## config.mk

```make
export PLATFORM = sky130hd
export DESIGN_NAME = pacman_mover
export DESIGN_NICKNAME = d
export VERILOG_FILES = /design/src/rtl/pacman_mover.sv
export SDC_FILE = /design/constraint.sdc
export NUM_CORES = 1
export LEC_CHECK = 0
export BUFFER_PORTS_ARGS = -buffer_cell sky130_fd_sc_hd__buf_4
export CAP_MARGIN = 0
export CELL_PAD_IN_SITES_DETAIL_PLACEMENT = 0
export CELL_PAD_IN_SITES_GLOBAL_PLACEMENT = 1
export CORE_UTILIZATION = 25
export DETAILED_ROUTE_END_ITERATION = 6
export PLACE_DENSITY = 0.58
export SYNTH_ARGS = -nofsm -noshare
export SYNTH_HDL_FRONTEND = slang
export SYNTH_SLANG_ARGS = --single-unit
```

## constraint.sdc

```tcl
create_clock -name Clk -period 2.8 [get_ports Clk]
set_input_delay 0.14 -clock Clk [delete_from_list [all_inputs] [get_ports Clk]]
set_output_delay 0.14 -clock Clk [all_outputs]
set_load 0.02 [all_outputs]
```

## src/rtl/pacman_mover.sv

```systemverilog
// pacman_mover: steps Pac-Man one tile per game_tick, trying the requested
// direction first and falling back to the current one via 1-cycle wall lookups.
module pacman_mover #(
  parameter int GRID_W  = 28,
  parameter int GRID_H  = 31,
  parameter int START_X = 13,
  parameter int START_Y = 23
) (
  input  logic       Clk,
  input  logic       Reset,
  input  logic       game_tick,
  input  logic [1:0] dir_req,
  input  logic       dir_req_valid,
  output logic       wall_rd,
  output logic [4:0] wall_x,
  output logic [4:0] wall_y,
  input  logic       wall_bit,
  output logic [4:0] pos_x,
  output logic [4:0] pos_y,
  output logic [1:0] dir_cur,
  output logic       moved,
  output logic       busy
);
  localparam logic [4:0] XMAX = 5'(GRID_W - 1);
  localparam logic [4:0] YMAX = 5'(GRID_H - 1);
  typedef enum logic [2:0] {IDLE, Q1, W1, Q2, W2, COMMIT} state_t;
  state_t state_q, state_d;
  logic [4:0] pos_x_q, pos_x_d, pos_y_q, pos_y_d, wall_x_q, wall_y_q;
  logic [1:0] dir_cur_q, dir_cur_d, pending_q, pending_d, snap_q, snap_d, chosen_q, chosen_d;
  logic       moved_q, moved_d;
  logic [10:0] nt_snap, nt_cur, nt_chosen;
  // returns {in_range, x, y}; x wraps through the tunnel, y never wraps
  function automatic logic [10:0] nt(input logic [1:0] d, input logic [4:0] x, input logic [4:0] y);
    logic ok;
    logic [4:0] nx, ny;
    ok = 1'b1;
    nx = x;
    ny = y;
    case (d)
      2'd0: nx = (x == XMAX) ? 5'd0 : x + 5'd1;
      2'd1: begin ok = (y != 5'd0); ny = y - 5'd1; end
      2'd2: nx = (x == 5'd0) ? XMAX : x - 5'd1;
      default: begin ok = (y != YMAX); ny = y + 5'd1; end
    endcase
    return {ok, nx, ny};
  endfunction
  assign nt_snap   = nt(snap_q, pos_x_q, pos_y_q);
  assign nt_cur    = nt(dir_cur_q, pos_x_q, pos_y_q);
  assign nt_chosen = nt(chosen_q, pos_x_q, pos_y_q);
  always_comb begin
    state_d   = state_q;
    pending_d = dir_req_valid ? dir_req : pending_q;
    snap_d    = snap_q;
    chosen_d  = chosen_q;
    pos_x_d   = pos_x_q;
    pos_y_d   = pos_y_q;
    dir_cur_d = dir_cur_q;
    moved_d   = 1'b0;
    wall_rd   = 1'b0;
    wall_x    = wall_x_q;
    wall_y    = wall_y_q;
    case (state_q)
      IDLE: if (game_tick) begin
        state_d = Q1;
        snap_d  = pending_d;
      end
      Q1: if (nt_snap[10]) begin
        wall_rd = 1'b1;
        wall_x  = nt_snap[9:5];
        wall_y  = nt_snap[4:0];
        state_d = W1;
      end else state_d = Q2;
      W1: if (!wall_bit) begin
        chosen_d = snap_q;
        state_d  = COMMIT;
      end else state_d = Q2;
      Q2: if (snap_q == dir_cur_q || !nt_cur[10]) state_d = IDLE;
      else begin
        wall_rd = 1'b1;
        wall_x  = nt_cur[9:5];
        wall_y  = nt_cur[4:0];
        state_d = W2;
      end
      W2: if (!wall_bit) begin
        chosen_d = dir_cur_q;
        state_d  = COMMIT;
      end else state_d = IDLE;
      COMMIT: begin
        pos_x_d   = nt_chosen[9:5];
        pos_y_d   = nt_chosen[4:0];
        dir_cur_d = chosen_q;
        moved_d   = 1'b1;
        state_d   = IDLE;
      end
      default: state_d = IDLE;
    endcase
  end
  always_ff @(posedge Clk or posedge Reset) begin
    if (Reset) begin
      state_q   <= IDLE;
      pos_x_q   <= 5'(START_X);
      pos_y_q   <= 5'(START_Y);
      dir_cur_q <= 2'd2;
      pending_q <= 2'd2;
      snap_q    <= 2'd2;
      chosen_q  <= 2'd2;
      wall_x_q  <= 5'd0;
      wall_y_q  <= 5'd0;
      moved_q   <= 1'b0;
    end else begin
      state_q   <= state_d;
      pos_x_q   <= pos_x_d;
      pos_y_q   <= pos_y_d;
      dir_cur_q <= dir_cur_d;
      pending_q <= pending_d;
      snap_q    <= snap_d;
      chosen_q  <= chosen_d;
      wall_x_q  <= wall_x;
      wall_y_q  <= wall_y;
      moved_q   <= moved_d;
    end
  end
  assign pos_x   = pos_x_q;
  assign pos_y   = pos_y_q;
  assign dir_cur = dir_cur_q;
  assign moved   = moved_q;
  assign busy    = (state_q != IDLE);
endmodule

```

==> impl_metrics.env, run 1 <==
export IMPL_seq_area_frac_synth=0.351
export IMPL_nNetsFinal=313
export IMPL_finalSetupTns_ns=0
export IMPL_async_flop_share=1.00
export IMPL_startpoint_type="flip-flop"
export IMPL_p_per_area_mw_per_mm2=1360
export IMPL_status="finished with violations"
export IMPL_clk_pin_slew_worst_paths_ns=0.08
export IMPL_syn_area_per_cell_um2=8.77
export IMPL_grt_max_degree=21
export IMPL_stdcell_area_mm2=0.00285
export IMPL_p_leak_nw=1.21
export IMPL_synth_top_cell_by_area="dfrtp_1"
export IMPL_row_count=34
export IMPL_arrival_ns=2.54
export IMPL_diodes=0
export IMPL_first_global_vias=2036
export IMPL_met1_length_mm=3.34
export IMPL_period_minus_slack_ns=2.68
export IMPL_synth_top_area_frac=0.226
export IMPL_violations="design-rule violations"
export IMPL_start_util=0.263
export IMPL_ys_types=57
export IMPL_place_inst=393
export IMPL_dr_total_vias=2043
export IMPL_cts_buffer_depth=2
export IMPL_post_layout_nonfiller_instances=410
export IMPL_syn_nets=277
export IMPL_antenna_found_initial=0
export IMPL_wl_met2_mm=2.95
export IMPL_crit_path_end_kind="output port"
export IMPL_fill_cells=952
export IMPL_core_area_mm2=0.00885
export IMPL_drive_gt1_frac=0.291
export IMPL_place_congestion=0.757
export IMPL_final_core_util=0.322
export IMPL_overflow=0
export IMPL_drt_iter0_markers=84
export IMPL_period_share=0.956
export IMPL_fmax_mhz=373
export IMPL_hpwl_mm=4.66
export IMPL_post_route_drc_count=2
export IMPL_finalClockSkew_ns=0.00764
export IMPL_synthFlopType="dfrtp_1"
export IMPL_ant_nets=0
export IMPL_crit_type="flip-flop to output port"
export IMPL_cts_inserted_buffers=5
export IMPL_wirelength_mm=6.59
export IMPL_track_usage=0.144
export IMPL_p_total_mw=3.89
export IMPL_crit_required_ns=2.66
export IMPL_place_area_mm2=0.00265
export IMPL_synthCells=265
export IMPL_cts_root_buffer="clkbuf_8"
export IMPL_yosys_warnings=0
export IMPL_area_delta_synth_final_pct=22.7
export IMPL_setup_ws_ns=0.122
export IMPL_tritoncts="built"
export IMPL_synth_edff_count=0
export IMPL_finalHoldViolations=0
export IMPL_tightest_slew_ns=0.636
export IMPL_die_area_mm2=0.00968
export IMPL_grt_pass1_wl_mm=10.9
export IMPL_yosysMostFrequentCell="nand2_1"
export IMPL_synthTopCellsByArea="dfrtp_1, dfstp_2, nand2_1, nor2_1, a21oi_1"
export IMPL_die_w_um=98.4
export IMPL_hold_class="input pin to flip-flop"
export IMPL_syn_area_mm2=0.00232
export IMPL_dr_pass1_iters=6
export IMPL_rsz0062_at_grt="yes"
export IMPL_cp_max_fo=10
export IMPL_maxCapViolations=0
export IMPL_ys_top_cells_by_count="nand2_1, nor2_1, dfrtp_1"
export IMPL_routedWlPerCell_um=16.1
export IMPL_io_buffers=31
export IMPL_dpl_worst_slack_ns=0.342
export IMPL_dieHeight_um=98.4
export IMPL_setup_viol=0
export IMPL_slew_headroom=0.575
export IMPL_dr_max_layer_used="met4"
export IMPL_met3_length_um=219
export IMPL_h_tree_depth=2
export IMPL_finalMaxSlewViolations=0
export IMPL_hold_ws_ns=0.0960
export IMPL_ys_ff_latch=32
export IMPL_cts_num_sinks=32
export IMPL_peakVddDrop_mv=0.325
export IMPL_worstSkewPairLatency_ns=0.29
export IMPL_via_per_inst=4.98
export IMPL_num_io_pins=32
path summary, 6_finish.rpt:
| path | from | to | slack (ns) | cells past startpoint |
|---|---|---|---|---|
| max in group asynchronous | Reset | pos_y[4] | 1.67 | 4 |
| worst max-delay path | pos_y[1] | wall_x[2] | 0.12 | 8 |
| worst max register to register | pos_y[1] | wall_x_q[4] | 0.58 | 7 |
| worst min-delay path | dir_req[1] | pending_q[1] | 0.1 | 2 |
| min in group asynchronous | Reset | pending_q[0] | 0.48 | 3 |
| worst min register to register | wall_x_q[1] | wall_x_q[1] | 0.50 | 2 |
state kept, by name, summed over array words and instances, names as in the netlist:
signal and flops:
chosen_q 2, dir_cur 2, moved 1, pending_q 2
pos_x 5, pos_y 5, snap_q 2, state_q 3
wall_x_q 5, wall_y_q 5
report_power, final:
part | leakage [nW] | switching, mW | internal, mW
Clock | 0.0404 | 0.210 | 0.176
Sequential | 0.383 | 0.427 | 0.704
Combinational | 0.787 | 1.32 | 1.06
Total | 1.21 | 1.95 | 1.94
routing by layer:
metal  GRT usage  vias to the layer above
met3      0.0315                        7
met5           0                        -
met1       0.197                      975
li1            -                     1024
met4      0.0402                        0
met2       0.228                       37
area by class of cell:
type                    count  area, µm²  area share
inverters                  15       56.3      0.0197
flip-flops and latches     32        815       0.286
repair buffers             48        370       0.130
clock inverters             3       23.8     0.00834
well taps                 108        135      0.0474
clock buffers               5       68.8      0.0241
multi-input cells         199       1380       0.485
cell usage in the layout, fill, tap and decap left out, types with 4 or more instances in the layout:
cell type / n
buf_4: 45
nand4_1: 5
mux2_2: 5
mux2i_1: 4
xor2_1: 6
a221o_1: 4
nor2_1: 26
nor3b_1: 4
xnor2_1: 8
ha_1: 4
nor2b_1: 6
a21oi_1: 18
inv_1: 14
clkbuf_8: 5
nand3b_1: 4
dfstp_2: 11
nand2_1: 28
nand3_1: 6
dfrtp_1: 21
o21ai_0: 15
repair_timing:
| action | CTS | global route |
|---|---|---|
| endpoints found under the hold margin | 7 | 0 |
| gates resized for setup | 0 | 10 |
| setup buffers | 0 | 8 |
| hold buffers | 1 | 0 |
| setup endpoints to repair | 0 | 8 |
cell families (layout without fill, tap and decap cells):
family / after synthesis / count (layout) / share of synthesized area
flip-flops: 32 / 32 / 0.351
AO/OA/AOI/OAI: 70 / 70 / 0.227
XOR/XNOR: 14 / 14 / 0.0528
AND/OR/NAND/NOR: 101 / 101 / 0.232
adder cells (fa/ha/maj): 5 / 5 / 0.0269
multiplexers: 9 / 9 / 0.0415
buffers and inverters: 34 / 71 / 0.0695
worst max-delay path, stage by stage (launching register included):
cell and delay (ns):
dfstp_2 0.59, inv_1 0.06, ha_2 0.20, nor4b_2 0.19, a221oi_4 0.38, buf_6 0.17, a21oi_4 0.10, a221o_1 0.39
buf_4 0.17
No activity file was read; power rests on OpenSTA's default activity.
==> inputs of run 2 (changes only) <==
GPL_TIMING_DRIVEN = 0   (was not set)
==> run 2 against run 1 <==
- the run ends with negative hold slack left
- sequential power is 22% lower
- sequential share of layout area is 1.2 points lower
- sequential cell count is the same
- largest cell class unchanged
- fmax fell by 1.5%
- via count up 2.9%
==> impl_metrics.env, run 2 (synthesis gave the netlist of run 1 again) <==
export IMPL_dieHeight_um=98.4
export IMPL_mostFrequentLayoutCells="buf_4, nand2_1, nor2_1"
export IMPL_p_leak_nw=1.28
export IMPL_cp_cell_sequence="buf_8 -> inv_1 -> ha_4 -> nor4b_4 -> a221oi_4 -> buf_4 -> buf_6 -> a21oi_4 -> buf_6 -> a22o_1 -> buf_4"
export IMPL_finalSetupTns_ns=0
export IMPL_wirelength_mm=7.11
export IMPL_p_total_mw=4.14
export IMPL_overflow=0
export IMPL_grt_max_degree=33
export IMPL_antenna_found_initial=0
export IMPL_hold_ws_ns=-0.0223
export IMPL_die_area_mm2=0.00968
export IMPL_die_w_um=98.4
export IMPL_crit_required_ns=2.66
export IMPL_finalMaxSlewViolations=0
export IMPL_fill_cells=942
export IMPL_row_count=34
export IMPL_slew_headroom=0.513
export IMPL_grt_pass1_wl_mm=11.1
export IMPL_worstSkewPairLatency_ns=0.29
export IMPL_path_delay_family="buffers and inverters"
export IMPL_diodes=0
export IMPL_finalHoldViolations=21
export IMPL_crit_type="flip-flop to output port"
export IMPL_num_io_pins=32
export IMPL_final_common_cell="buf_4"
export IMPL_status="finished with violations"
export IMPL_gr_max_usage_layer="met2"
export IMPL_crit_path_end_kind="output port"
export IMPL_cts_num_sinks=32
export IMPL_post_route_drc_count=0
export IMPL_place_congestion=0.813
export IMPL_period_share=0.971
export IMPL_via_per_inst=4.97
export IMPL_routedWlPerCell_um=16.8
export IMPL_peakVddDrop_mv=0.497
export IMPL_hold_class="input pin to asynchronous set/reset pin"
export IMPL_crit_buf_inv=6
export IMPL_startpoint_type="flip-flop"
export IMPL_reg2reg_depth=9
export IMPL_arrival_ns=2.58
export IMPL_dr_pass1_iters=6
export IMPL_cpPeakStageDelay_ns=0.55
export IMPL_hpwl_mm=4.84
export IMPL_io_buffers=31
export IMPL_grt_util_met3=0.0251
export IMPL_core_area_mm2=0.00885
export IMPL_nNetsFinal=326
export IMPL_period_minus_slack_ns=2.72
export IMPL_ant_nets=0
export IMPL_post_layout_nonfiller_instances=423
export IMPL_cts_root_buffer="clkbuf_8"
export IMPL_cp_max_fo=6
export IMPL_drt_iter0_markers=86
export IMPL_grt_util_met2=0.230
export IMPL_clk_pin_slew_worst_paths_ns=0.08
export IMPL_place_inst=404
export IMPL_tritoncts="built"
export IMPL_finalClockSkew_ns=0.00627
export IMPL_cp_depth=11
export IMPL_cts_buffer_depth=2
export IMPL_violations="negative hold slack"
export IMPL_area_delta_synth_final_pct=28.3
export IMPL_tightest_slew_ns=0.729
export IMPL_drive_gt1_frac=0.314
export IMPL_slowest_stage="dfstp_2"
export IMPL_dr_total_vias=2102
export IMPL_h_tree_depth=2
export IMPL_grt_use_met1=0.213
export IMPL_p_per_area_mw_per_mm2=1390
export IMPL_track_usage=0.150
export IMPL_setup_viol=0
export IMPL_maxCapViolations=0
export IMPL_cts_inserted_buffers=5
export IMPL_start_util=0.263
export IMPL_fmax_mhz=368
export IMPL_first_global_vias=1970
==> run 2: stage by stage <==
step | setup slack (ns) | util | area, µm² | hold WS (ns)
final | 0.0806 | 0.337 | 2980 | -0.0223
after global placement | -0.0941 | 0.305 | 2700 | 0.412
after detailed placement | -0.0966 | 0.305 | 2700 | 0.409
after floorplan | 0.163 | - | 2330 | 0.248
after CTS | 0.0469 | 0.320 | 2830 | 0.107
after global routing | -0.00422 | 0.337 | 2980 | 0.0358
==> run 2: power breakdown <==
part | internal [mW] | switching (mW) | leakage (nW) | total, mW
Sequential | 0.702 | 0.183 | 0.383 | 0.885
Combinational | 1.20 | 1.66 | 0.849 | 2.86
Clock | 0.197 | 0.195 | 0.0510 | 0.392
Total | 2.10 | 2.04 | 1.28 | 4.14
==> run 2: routing by layer <==
| metal | wire (µm) | vias up |
|---|---|---|
| li1 | - | 1046 |
| met1 | 3600 | 1004 |
| met2 | 3210 | 43 |
| met3 | 210 | 9 |
| met4 | 84 | 0 |
| met5 | 0 | - |
==> run 2: path summary, 6_finish.rpt <==
kind	startpoint	endpoint	slack, ns
min in group Clk	dir_req[0]	pending_q[0]	0.11
max in group asynchronous	Reset	pos_x[4]	2.36
hold reg to reg	wall_y_q[4]	wall_y_q[4]	0.49
setup reg to reg	pos_y[1]	wall_x_q[4]	0.53
setup / recovery	pos_y[1]	wall_y[3]	0.08
hold / removal	Reset	state_q[1]	-0.02
==> run 2: timing repair <==
| item | 4_1_cts | 5_1_grt |
|---|---|---|
| endpoints found under the setup margin | 10 | 9 |
| resized for setup | 4 | 18 |
| hold buffers | 0 | 0 |
| buffers inserted | 4 | 8 |
| pin swaps | 4 | 5 |
| cloned | 0 | 0 |
| hold endpoints to repair | 0 | 0 |
==> run 2: final cells by class <==
| cell class | instances | area, µm² | area share |
|---|---|---|---|
| multi-input cells | 199 | 1430 | 0.478 |
| flip-flops and latches | 32 | 815 | 0.273 |
| repair buffers | 43 | 334 | 0.112 |
| well taps | 108 | 135 | 0.0453 |
| plain buffers | 18 | 123 | 0.0411 |
| clock buffers | 6 | 82.6 | 0.0277 |
| inverters | 15 | 56.3 | 0.0189 |
| clock inverters | 2 | 10.0 | 0.00336 |
==> inputs of run 3 (changes only) <==
MAX_ROUTING_LAYER = met4   (was not set)
REMOVE_ABC_BUFFERS = 1   (was not set)
SLEW_MARGIN = 20   (was not set)
==> run 3 against run 2 <==
- first-iteration DRC count up 4.7%
- critical path type unchanged
- critical path depth down 1
- largest cell class unchanged
- final cell count down 5.2%
- sequential cell count unchanged
- register-to-register slack better by 0.05 ns
- the flow still finishes with violations (negative hold slack)
- clock skew down 0.0014 ns
- global-route usage down 0.55 points
- final area down 6.6%
- combinational power down 19%
==> impl_metrics.env, run 3 (synthesis gave the netlist of run 1 again) <==
export IMPL_status="finished with violations"
export IMPL_violations="negative hold slack"
export IMPL_die_area_mm2=0.00968
export IMPL_grt_pass1_wl_mm=10.6
export IMPL_worstSkewPairLatency_ns=0.29
export IMPL_core_area_mm2=0.00885
export IMPL_period_minus_slack_ns=2.69
export IMPL_met1_length_mm=3.28
export IMPL_ant_nets=0
export IMPL_cts_num_sinks=32
export IMPL_overflow=0
export IMPL_cpPeakStageDelay_ns=0.54
export IMPL_drt_iter0_markers=90
export IMPL_dr_pass1_iters=6
export IMPL_crit_path_end_kind="output port"
export IMPL_cp_max_fo=11
export IMPL_place_congestion=0.722
export IMPL_via_per_inst=5.00
export IMPL_met3_length_um=157
export IMPL_hpwl_mm=4.23
export IMPL_wl_met2_mm=2.96
export IMPL_dpl_worst_slack_ns=0.0364
export IMPL_dr_total_vias=2005
export IMPL_rsz0062_at_grt="no"
export IMPL_die_w_um=98.4
export IMPL_p_per_area_mw_per_mm2=1400
export IMPL_grt_max_degree=33
export IMPL_slowest_stage="dfstp_2"
export IMPL_wirelength_mm=6.47
export IMPL_finalClockSkew_ns=0.00482
export IMPL_first_global_vias=1983
export IMPL_p_leak_nw=1.18
export IMPL_slew_headroom=0.516
export IMPL_tritoncts="built"
export IMPL_setup_viol=0
export IMPL_finalHoldViolations=21
export IMPL_cts_buffer_depth=2
export IMPL_hold_class="input pin to asynchronous set/reset pin"
export IMPL_period_share=0.961
export IMPL_clk_pin_slew_worst_paths_ns=0.07
export IMPL_peakVddDrop_mv=0.491
export IMPL_diodes=0
export IMPL_dieHeight_um=98.4
export IMPL_track_usage=0.145
export IMPL_drive_gt1_frac=0.266
export IMPL_io_buffers=31
export IMPL_routedWlPerCell_um=16.1
export IMPL_crit_buf_inv=4
export IMPL_final_common_cell="buf_4"
export IMPL_cp_cell_sequence="buf_4 -> ha_1 -> and4_4 -> a221oi_4 -> buf_4 -> buf_4 -> a31oi_1 -> o21ai_1 -> a22o_1 -> buf_4"
export IMPL_hold_ws_ns=-0.0235
export IMPL_cpMostUsedCell="buf_4"
export IMPL_mostFrequentLayoutCells="buf_4, nand2_1, nor2_1"
export IMPL_crit_required_ns=2.66
export IMPL_crit_type="flip-flop to output port"
export IMPL_start_util=0.263
export IMPL_setup_ws_ns=0.109
export IMPL_cts_hold_buf=0
export IMPL_post_route_drc_count=0
export IMPL_path_delay_family="buffers and inverters"
export IMPL_cts_root_buffer="clkbuf_8"
export IMPL_arrival_ns=2.55
export IMPL_p_total_mw=3.90
export IMPL_fmax_mhz=372
export IMPL_maxCapViolations=0
export IMPL_startpoint_type="flip-flop"
export IMPL_cts_inserted_buffers=5
export IMPL_area_delta_synth_final_pct=19.9
export IMPL_final_core_util=0.315
export IMPL_h_tree_depth=2
export IMPL_tightest_slew_ns=0.725
export IMPL_dr_max_layer_used="met4"
export IMPL_row_count=34
export IMPL_antenna_found_initial=0
export IMPL_finalMaxSlewViolations=0
export IMPL_nNetsFinal=304
export IMPL_num_io_pins=32
==> run 3: metal layers <==
metal	vias to the layer above	GRT usage
met5	-	-
met4	0	0.0436
met3	9	0.0208
met2	41	0.221
met1	947	0.198
li1	1008	-
==> run 3: repair_timing <==
action                                  CTS  global route
endpoints found under the setup margin   10             9
hold endpoints to repair                  0             0
pin swaps                                 3             2
setup buffers                             6             1
resized for setup                         2             3
cloned                                    0             1
==> run 3: through the flow <==
stage | cell area, µm² | cells | hold slack (ns) | setup TNS, ns
floorplan | 2220 | 246 | 0.248 | 0
global placement | 2590 | 385 | 0.396 | -0.0133
detailed placement | 2590 | 385 | 0.324 | 0
CTS | 2750 | 399 | 0.00809 | 0
global route | 2790 | 401 | 0.0424 | 0
finish | 2790 | 401 | -0.0235 | 0
==> run 3: path summary, 6_finish.rpt <==
path,start,to,slack [ns],depth (start not counted)
max in group asynchronous,Reset,pos_x[4],2.36,2
min in group Clk,dir_req[1],pending_q[1],0.10,2
worst max register to register,pos_y[1],wall_y_q[0],0.58,9
worst min register to register,wall_y_q[4],wall_y_q[4],0.49,2
worst min-delay path,Reset,moved,-0.02,2
worst max-delay path,pos_y[1],wall_y[0],0.11,10
==> run 3: worst reg2reg max path, cell delays in order (launching register included) <==
cell and delay, ns:
dfstp_2 0.54, buf_4 0.18, ha_1 0.16, and4_4 0.27, a221oi_4 0.07, buf_4 0.18, buf_4 0.14, a31oi_1 0.20
o21ai_1 0.11, a22o_1 0.25
==> run 3: layout make-up <==
class                           count  area [µm²]
Clock buffer                        6        72.6
Clock inverter                      2        35.0
Fill cell                         953        6060
Inverter                           15        56.3
Multi-Input combinational cell    200        1390
Sequential cell                    32         815
Tap cell                          108         135
Timing Repair Buffer               38         285
==> run 3: report_power, final <==
| group | internal (mW) | total [mW] | leakage, nW | switching (mW) |
|---|---|---|---|---|
| combinational | 1.02 | 2.32 | 0.744 | 1.30 |
| sequential | 0.704 | 1.14 | 0.383 | 0.438 |
| clock | 0.264 | 0.448 | 0.0552 | 0.184 |
| total | 1.99 | 3.90 | 1.18 | 1.92 |
